## config.mk

```make
export PLATFORM = sky130hd
export DESIGN_NAME = detect_seq_ctrl
export DESIGN_NICKNAME = d
export VERILOG_FILES = /design/src/rtl/detect_seq_ctrl_pkg.sv /design/src/rtl/detect_seq_ctrl_serializer.sv /design/src/rtl/detect_seq_ctrl.sv
export SDC_FILE = /design/constraint.sdc
export NUM_CORES = 1
export LEC_CHECK = 0
export ABC_AREA = 1
export CORE_ASPECT_RATIO = 2
export CORE_MARGIN = 2
export CORE_UTILIZATION = 29
export CTS_CLUSTER_SIZE = 24
export DETAILED_ROUTE_END_ITERATION = 10
export GPL_ROUTABILITY_DRIVEN = 1
export REMOVE_ABC_BUFFERS = 1
export SLEW_MARGIN = 10
export SYNTH_ARGS = -nofsm -noshare
export SYNTH_HDL_FRONTEND = slang
export SYNTH_SLANG_ARGS = --single-unit
```

## constraint.sdc

```tcl
create_clock -name clk -period 1.8 [get_ports clk]
set_input_delay 0.36 -clock clk [delete_from_list [all_inputs] [get_ports clk]]
set_output_delay 0.36 -clock clk [all_outputs]
set_load 0.005 [all_outputs]
```

## src/rtl/detect_seq_ctrl_pkg.sv

```systemverilog
// Shared types for the "1101" detector sequencer.
// Holds the controller state encoding and detector timing.
package detect_pkg;

  typedef enum logic [2:0] {
    IDLE,
    CLEAR,
    SHIFT,
    FETCH,
    DRAIN,
    DONE
  } ctrl_state_t;

  localparam int DET_MATCH_LAT = 1;

endpackage

```

## src/rtl/detect_seq_ctrl_serializer.sv

```systemverilog
// MSB-first parallel-to-serial shifter with a bit index.
// A load always wins over a shift so a reload can follow the last bit.
module word_serializer #(
  parameter int  WORD_W = 8,
  localparam int IDX_W  = $clog2(WORD_W)
) (
  input  logic              clk,
  input  logic              rst,
  input  logic              load_i,
  input  logic              shift_i,
  input  logic [WORD_W-1:0] data_i,
  output logic              msb_o,
  output logic              last_bit_o
);

  logic [WORD_W-1:0] sreg_q;
  logic [IDX_W-1:0]  idx_q;

  always_ff @(posedge clk) begin
    if (rst) begin
      sreg_q <= '0;
      idx_q  <= '0;
    end else if (load_i) begin
      sreg_q <= data_i;
      idx_q  <= '0;
    end else if (shift_i) begin
      sreg_q <= sreg_q << 1;
      idx_q  <= idx_q + 1'b1;
    end
  end

  assign msb_o      = sreg_q[WORD_W-1];
  assign last_bit_o = (idx_q == IDX_W'(WORD_W - 1));

endmodule

```

## src/rtl/detect_seq_ctrl.sv

```systemverilog
// Frame sequencer feeding a bit-serial "1101" detector.
// Serializes words, clears the detector and counts its matches.
module detect_seq_ctrl
  import detect_pkg::*;
#(
  parameter int WORD_W = 8,
  parameter int CNT_W  = 8
) (
  input  logic              clk,
  input  logic              rst,
  input  logic [WORD_W-1:0] word_in,
  input  logic              word_last,
  input  logic              word_valid,
  output logic              word_ready,
  output logic              det_clr,
  output logic              det_en,
  output logic              det_bit,
  input  logic              det_match,
  output logic              busy,
  output logic [CNT_W-1:0]  match_count,
  output logic              frame_done
);

  ctrl_state_t              state_q;
  logic                     last_q;
  logic [DET_MATCH_LAT-1:0] en_q;
  logic [CNT_W-1:0]         cnt_q;
  logic [CNT_W-1:0]         cnt_d;
  logic                     xfer;
  logic                     msb;
  logic                     last_bit;

  word_serializer #(
    .WORD_W(WORD_W)
  ) u_ser (
    .clk       (clk),
    .rst       (rst),
    .load_i    (xfer),
    .shift_i   (det_en),
    .data_i    (word_in),
    .msb_o     (msb),
    .last_bit_o(last_bit)
  );

  assign word_ready = (state_q == IDLE) ||
                      (state_q == FETCH) ||
                      (state_q == SHIFT && last_bit && !last_q);
  assign xfer        = word_valid && word_ready;
  assign det_en      = (state_q == SHIFT);
  assign det_clr     = (state_q == CLEAR);
  assign det_bit     = det_en & msb;
  assign busy        = (state_q != IDLE);
  assign frame_done  = (state_q == DONE);
  assign match_count = cnt_q;

  // en_q lines up each det_en with the detector's delayed output
  always_comb begin
    cnt_d = cnt_q;
    if (state_q == CLEAR) begin
      cnt_d = '0;
    end else if (en_q[DET_MATCH_LAT-1] && det_match && cnt_q != '1) begin
      cnt_d = cnt_q + 1'b1;
    end
  end

  always_ff @(posedge clk) begin
    if (rst) begin
      state_q <= IDLE;
      last_q  <= 1'b0;
      en_q    <= '0;
      cnt_q   <= '0;
    end else begin
      en_q  <= (en_q << 1) | DET_MATCH_LAT'(det_en);
      cnt_q <= cnt_d;
      if (xfer) last_q <= word_last;
      unique case (state_q)
        IDLE:  if (xfer) state_q <= CLEAR;
        CLEAR: state_q <= SHIFT;
        SHIFT: begin
          if (last_bit) begin
            if (last_q)     state_q <= DRAIN;
            else if (!xfer) state_q <= FETCH;
          end
        end
        FETCH: if (xfer) state_q <= SHIFT;
        DRAIN: state_q <= DONE;
        DONE:  state_q <= IDLE;
        default: state_q <= IDLE;
      endcase
    end
  end

endmodule
```

## Word-level counts from Yosys, hierarchy flattened

Cells that the tools add are included.

| storage, ports and cells | value |
|---|---|
| word-level logic and storage cells | 42 |
| register bits after elaboration | 24 |
| memory bits (read-only) | 0 |
| RAM bits | 0 |
| memories | 0 |
| input port bits | 13 |
| output and inout bits | 14 |
| latch bits | 0 |

| cells by class | value |
|---|---|
| multiplexer cells | 8 |
| shift operators | 0 |
| reductions and logical operators | 14 |
| multipliers | 0 |
| add/sub/neg operators | 2 |
| equal/unequal tests | 11 |
| divide/modulo/power cells | 0 |
| bitwise operators | 1 |
| magnitude comparators | 0 |

Operator list:

| cell | count |
|---|---|
| two-way mux 8 bit | 2 |
| two-way mux 3 bit | 5 |
| case mux 3 bit (5 select lines) | 1 |
| == test 3 bit, second input constant | 3 |
| adder 8 x 1 -> 8 bit, second input constant | 1 |
| != test 8 bit, second input constant | 1 |
| == test 3 x 2 -> 1 bit, second input constant | 2 |
| != test 2 x 1 -> 1 bit, second input constant | 3 |
| logical AND 1 bit | 5 |
| AND reduction 4 bit | 1 |
| OR reduction 2 bit | 2 |
| adder 3 x 1 -> 3 bit, second input constant | 1 |
| == test 3 x 1 -> 1 bit, second input constant | 1 |
| logical NOT 3 bit | 1 |
| != test 3 bit, second input constant | 1 |
| nonzero test 3 bit | 1 |
| logical OR 1 bit | 2 |
| nonzero test 2 bit | 1 |
| AND 1 bit | 1 |
| logical NOT 1 bit | 1 |

## Logic depth before layout (Yosys ltp)

Gate-level depths: netlist of the first run.

| depth | value |
|---|---|
| depth in word-level cells | 9 |
| depth in mapped cells | 9 |
| mapped depth without buffers | 8 |

## By module

From an unflattened synthesis of the first run, not the netlist that was laid out.

| second synthesis, totals | value |
|---|---|
| cell total of the unflattened synthesis | 178 |
| area total of the unflattened synthesis | 1251.2 um^2 |

Modules (own cells, without submodules):

| module | sequential area each (um^2) | cells each | area each (um^2) | times used |
|---|---|---|---|---|
| detect_seq_ctrl | 260.2 | 104 | 725.7 | 1 |
| word_serializer | 220.2 | 74 | 525.5 | 1 |

## Worst setup path before layout of the first run

No wires, ideal clock.

| timing path | value |
|---|---|
| path kind | register -> register |
| start point | register cnt_q[0] (netlist: match_count[0]) |
| end point | register cnt_q[1] (netlist: match_count[1]) |
| required time | 1.687 ns |
| setup time | 0.113 ns |
| path buffers | 0 |
| setup slack | 0.433 ns |
| cell stages (with the launch flop) | 8 |
| clock period less this slack | 1.367 ns |
| data arrival time | 1.254 ns |
| path through | dfxtp_1 -> ha_1 -> nand3_1 -> nor2_1 -> a21oi_2 -> inv_2 -> o21ai_1 -> nor2_1 |

| between the ends | value |
|---|---|
| longest elaborated chain between the ends | 2 |
| elaborated cells on any way between the ends | 3 |
| those cells by class | 1 x add/sub; 1 x eq/ne; 1 x reduce/logical |

Ends and longest elaborated chain:

| element | line | RTL |
|---|---|---|
| from (decl) | detect_seq_ctrl.sv:27 | `logic [CNT_W-1:0] cnt_q;` |
| from (signal assigned) | detect_seq_ctrl.sv:74 | `cnt_q <= cnt_d;` |
| branches (longest 2 deep; another with adder 8 x 1 -> 8 bit) | - |  |

Several ways; the timed one is not identified.
A chain may end at the register's enable or synchronous reset.

## Worst setup path after layout of the first run

| timing path | value |
|---|---|
| start point | register state_q[1] |
| end point | output det_clr |

| between the ends | value |
|---|---|
| longest elaborated chain between the ends | 1 |

Ends and longest elaborated chain:

| element | line | RTL |
|---|---|---|
| from (decl) | detect_seq_ctrl.sv:24 | `ctrl_state_t state_q;` |
| from (signal assigned) | detect_seq_ctrl.sv:68 | `state_q <= IDLE;` |
| from (signal assigned) | detect_seq_ctrl.sv:77 | `IDLE: if (xfer) state_q <= CLEAR;` |
| from (signal assigned) | detect_seq_ctrl.sv:78 | `CLEAR: state_q <= SHIFT;` |
| == test 3 x 1 -> 1 bit | detect_seq_ctrl.sv:50 | `assign det_clr = (state_q == CLEAR);` |
| to (decl) | detect_seq_ctrl.sv:15 | `output logic det_clr,` |

Every way passes these cells.

==> flow_summary.yaml, run 1 <==
outcome:
  status: "complete, no violations"
clocking:
  numCtsBuffers: 3
  cts_tree: "done"
  cts.path.max_buffers: 2
  postCtsHoldBufs: 0
  clock_latency_ns: 0.26
  htreeDepth: 1
  clk_pin_slew_ns: 0.08
  cts_sinks: 24
  cts_root_buf: "clkbuf_8"
sta:
  hold_viol: 0
  period_minus_slack_ns: 1.76
  rsz0062_at_grt: "yes"
  slew_viol_final: 0
  period_share_pct: 97.7
  tightestPinTransition_ns: 0.283
  timing.fmax_ghz: 0.569
  fin_skew_ns: 0.00474
  relSlewSlack_pct: 81.1
  setup_slack_ns: 0.0415
  setup_viol: 0
critical_path:
  criticalPathCategory: "flip-flop to output pin"
  reg2reg_setup_slack_ns: 0.31
  cp_max_fo: 4
  crit_arrival_ns: 1.40
  required_ns: 1.44
  start_kind: "flip-flop"
  endpoint_kind: "output pin"
hold_path:
  hp-class: "flip-flop to flip-flop"
floorplan:
  num_io_pins: 27
  dieArea_um2: 4930
  die_y_um: 97.3
  core_area_um2: 4250
  start_util_pct: 29.7
  rows: 34
  die_w_um: 50.7
global_route:
  globalRouteOverflowTotal: 0
  grt_start_max_net_pins: 18
  grt-busiest-layer: "met2"
  first_global_vias: 1198
  grt_antenna_before_repair: 0
  use_met1_pct: 14.5
  use_met2_pct: 21.1
  grt_util_met3_pct: 2.15
  grt_first_pass_wirelength_mm: 4.85
  grt_util_all_layers_pct: 12.0
synth:
  ys_ff_latch: 24
  syn-instance-count: 182
  syn_area_um2: 1260
  ys_warn_count: 0
  syn_avg_cell_area_um2: 6.94
  seq_area_frac_synth_pct: 38.1
  synth_cell_types: 27
final_layout:
  layout_commonest_cell: "nand2_1"
  final_cell_mix: "nand2_1 (53), nor2_1 (26), clkdlybuf4s50_1 (22)"
  final_util_pct: 40.1
  nets: 238
  antenna_cells: 0
  area.growth.synth_to_final_pct: 35.1
  drive_gt1_share_pct: 19.1
  final_cell_area_um2: 1710
route:
  antenna_left: 0
  drt_iter0_drc: 25
  wl_per_cell_um: 10.0
  drc: 0
  wl_mm: 2.75
  viasPerCell: 4.53
  dr_total_vias: 1240
  drt_pre_antenna_iters: 4
place:
  place_area_um2: 1630
  place_congestion: 0.834
  place_ws_ns: 0.0770
  portBuffers: 26
  dp_hpwl_mm: 2.15
power_and_ir_drop:
  power_leakage_nw: 0.723
  p_per_area_nw_per_um2: 1120
  vdd_drop_max_v: 0.000726
run:
  cap_violations: 0
## path summary, 6_finish.rpt
path                                startpoint        endpoint  cells after the start
worst max-delay path                state_q[1]         det_clr                      4
worst max register to register  match_count[0]  match_count[2]                      8
worst min-delay path                    last_q          last_q                      2
worst min register to register          last_q          last_q                      2
## critical path, cell delays in order, from the launching register on
cell,delay [ns]
dfxtp_1,0.33
inv_2,0.08
nand2_2,0.09
nor2_2,0.12
clkdlybuf4s50_1,0.51
## power by group
| group | switching [mW] | internal (mW) | total (mW) |
|---|---|---|---|
| combinational | 0.496 | 0.404 | 0.900 |
| sequential | 0.0599 | 0.635 | 0.695 |
| clock | 0.162 | 0.149 | 0.312 |
| total | 0.718 | 1.19 | 1.91 |
## logic make-up (layout without fill, tap and decap cells)
group,after synthesis,after routing,synth area share (%)
flip-flops,24,24,38.1
buffers and inverters,23,61,8.42
adder cells (fa/ha/maj),3,3,2.97
XOR/XNOR,3,3,2.08
AND/OR/NAND/NOR,111,111,39.8
AO/OA/AOI/OAI,18,18,8.62
## flip-flops by register name (all words and copies together), names as in the netlist
signal	cells
en_q	1
last_q	1
match_count	8
state_q	3
u_ser.idx_q	3
u_ser.sreg_q	8
## synth_stat cells (all sizes together)
cell type   n  area, µm²
nor3        1       5.00
ha          3       37.5
nand3b      2       15.0
nor2       28        113
nand4       4       31.3
o21ai       3       15.0
buf         4       35.0
nand3      17       95.1
dfxtp      24        480
o22ai       1       6.26
nand2      58        238
xnor2       2       17.5
xor2        1       8.76
o21bai      1       7.51
inv        19       71.3
a21oi      13       80.1
and2        1       6.26
## metrics by stage
stage	hold slack [ns]	std cells	total power, mW	setup TNS [ns]
detailed placement	0.455	268	1.60	0
finish	0.468	274	1.91	0
global placement	0.449	268	1.59	0
floorplan	0.422	178	1.25	0
CTS	0.466	274	1.94	0
global route	0.492	274	2.07	-0.0118
## layout make-up
type	count	area, µm²
Fill cell	471	2550
Sequential cell	24	485
Timing Repair Buffer	39	357
Tap cell	54	67.6
Inverter	19	71.3
Multi-Input combinational cell	135	683
Clock buffer	3	41.3
## metal layers
layer | wire, µm | up-vias
met2 | 1360 | 25
met4 | 15 | 0
met5 | 0 | -
met1 | 1260 | 561
met3 | 106 | 2
li1 | - | 652
## repair_timing
action,4_1_cts,5_1_grt
pin swaps,1,0
setup endpoints to repair,4,4
gates cloned,0,0
gates resized for setup,9,2
buffers inserted,3,0
Note: power is estimated with default switching activity, not from simulation.
==> run 2, diff against run 1 <==
- CORE_ASPECT_RATIO: 2 -> not set
- CORE_UTILIZATION: 29 -> 49
- CTS_CLUSTER_SIZE: 24 -> not set
- PLACE_DENSITY: not set -> 0.77
==> run 2 against run 1 <==
Design area is 3.3% lower. Register-to-register slack got worse by 0.09 ns. Largest power group unchanged. Core utilization grew 27 points. Clock skew hardly changed. Sequential share of layout area grew 1.4 points. Largest cell class unchanged. Hold slack improved by 0.018 ns.
==> flow_summary.yaml, run 2 (synthesis gave the netlist of run 1 again) <==
outcome:
  status: "complete, no violations"
clocking:
  clk_pin_slew_ns: 0.12
  clock_latency_ns: 0.30
  cts.path.max_buffers: 2
  numCtsBuffers: 3
  cts_sinks: 24
  cts_tree: "done"
  htreeDepth: 1
  cts_root_buf: "clkbuf_4"
critical_path:
  cp_max_fo: 6
  endpoint_kind: "output pin"
  crit_chain: "inv_2 > nand3_1 > clkdlybuf4s50_1"
  reg2reg_setup_slack_ns: 0.22
  r2r_cells: 7
  crit_family: "buffers and inverters"
  crit_arrival_ns: 1.36
  critical_path_buf_inv_count: 2
  slowest_delay_ns: 0.45
  start_kind: "flip-flop"
  criticalPathCategory: "flip-flop to output pin"
  crit_start: "state_q[2]"
  reg2reg_from: "match_count[0]"
  r2r-end: "match_count[1]"
  slowest_stage: "clkdlybuf4s50_1"
  required_ns: 1.44
hold_path:
  worstHoldEndpoint: "last_q"
  hp-class: "flip-flop to flip-flop"
  min_from: "last_q"
  min_path_cells: 2
sta:
  slew_viol_final: 0
  period_share_pct: 95.7
  whs_ns: 0.487
  fin_skew_ns: 0.00494
  relSlewSlack_pct: 71.4
  timing.fmax_ghz: 0.580
  hold_viol: 0
  period_minus_slack_ns: 1.72
  tightestPinTransition_ns: 0.429
  setup_slack_ns: 0.0771
  setup_viol: 0
floorplan:
  die_w_um: 54.8
  core_area_um2: 2450
  rows: 18
  start_util_pct: 51.4
  dieArea_um2: 3000
  num_io_pins: 27
  die_y_um: 54.8
place:
  place_ws_ns: 0.0627
  place_area_um2: 1570
  portBuffers: 26
  dp_hpwl_mm: 2.19
  place_congestion: 0.790
route:
  viasPerCell: 5.03
  drt_pre_antenna_iters: 4
  drt_iter0_drc: 18
  drc: 0
  dr_total_vias: 1238
  antenna_left: 0
  wl_mm: 2.78
  wl_per_cell_um: 11.3
final_layout:
  area.growth.synth_to_final_pct: 30.6
  antenna_cells: 0
  drive_gt1_share_pct: 18.1
  nets: 234
  final_cell_mix: "nand2_1 (53), nor2_1 (26), clkdlybuf4s50_1 (21)"
  layout_commonest_cell: "nand2_1"
  nFillCells: 220
  final_cell_area_um2: 1650
power_and_ir_drop:
  seqPwrFrac_pct: 38.8
  p_clk_share_pct: 12.1
  p_per_area_nw_per_um2: 1110
  p_total_mw: 1.83
  vdd_drop_max_v: 0.000802
  switching_share_pct: 39.8
  p_int_mw: 1.10
  power_leakage_nw: 0.702
  p_sw_uw: 729
  combinationalPowerShare_pct: 49.1
global_route:
  globalRouteOverflowTotal: 0
  grt_util_all_layers_pct: 22.1
  grt_first_pass_wirelength_mm: 4.83
  grt_start_max_net_pins: 18
  first_global_vias: 1206
  grt_antenna_before_repair: 0
run:
  cap_violations: 0
-- run 2: cell count changes in the layout (fill, tap and decap cells not counted), moves of 2 or more --
cell	previous run	this run
clkbuf_4	0	3
clkbuf_8	3	0
dfxtp_4	0	2
buf_4	13	9
-- run 2: power groups by stage --
stage                     sequential [mW]  clock, mW  combinational, mW
after floorplan                     0.692          0              0.555
after global placement              0.701          0              0.848
after detailed placement            0.705          0              0.880
after CTS                           0.710      0.228              0.893
after global routing                0.722      0.245               1.01
final                               0.711      0.221              0.901
-- run 2: how the worst max path moves through the flow --
stage | endpoint | slack [ns] | cells after the start
6_report | busy | 0.08 | 3
5_1_grt | busy | -0.0002 | 3
4_1_cts | word_ready | -0.007 | 5
3_5_place_dp | word_ready | 0.06 | 5
3_3_place_gp | word_ready | 0.11 | 5
2_1_floorplan | match_count[1] | 0.43 | 7
-- run 2: worst min-delay path, delay by kind of cell, from the launching register on --
family / cells / cell delay [ns]
compound gates: 1 / 0.06
flops: 1 / 0.33
simple gates: 1 / 0.07
-- run 2: timing repair --
item | 4_1_cts | 5_1_grt
endpoints found under the setup margin | 6 | 3
gates resized for setup | 13 | 6
buffers inserted | 1 | 2
hold endpoints to repair | 0 | 0
pin swaps | 3 | 0
hold buffers | 0 | 0
-- run 2: metrics by stage --
step	setup TNS, ns	std cells	utilization, %
after floorplan	0	178	-
after global placement	0	240	64.0
after detailed placement	0	240	64.0
after CTS	-0.00664	244	65.7
after global routing	-0.000162	246	67.2
final	0	246	67.2
-- run 2: area by class of cell --
cell class / instances / area (µm²) / share of cell area (%)
tap: 30 / 37.5 / 2.28
sequential: 24 / 492 / 29.8
inverter: 19 / 73.8 / 4.48
multi-input combinational: 135 / 697 / 42.3
timing repair buffer: 35 / 327 / 19.8
clock buffer: 3 / 22.5 / 1.37
-- run 2: per-layer routing --
metal	wire length (µm)	up-vias	global-route usage, %	part of all wire (%)
met1	1190	560	24.4	43
li1	-	651	-	-
met5	0	-	0	0
met3	98	2	3.83	3.5
met2	1480	25	42.5	53
met4	12	0	5.83	0.43
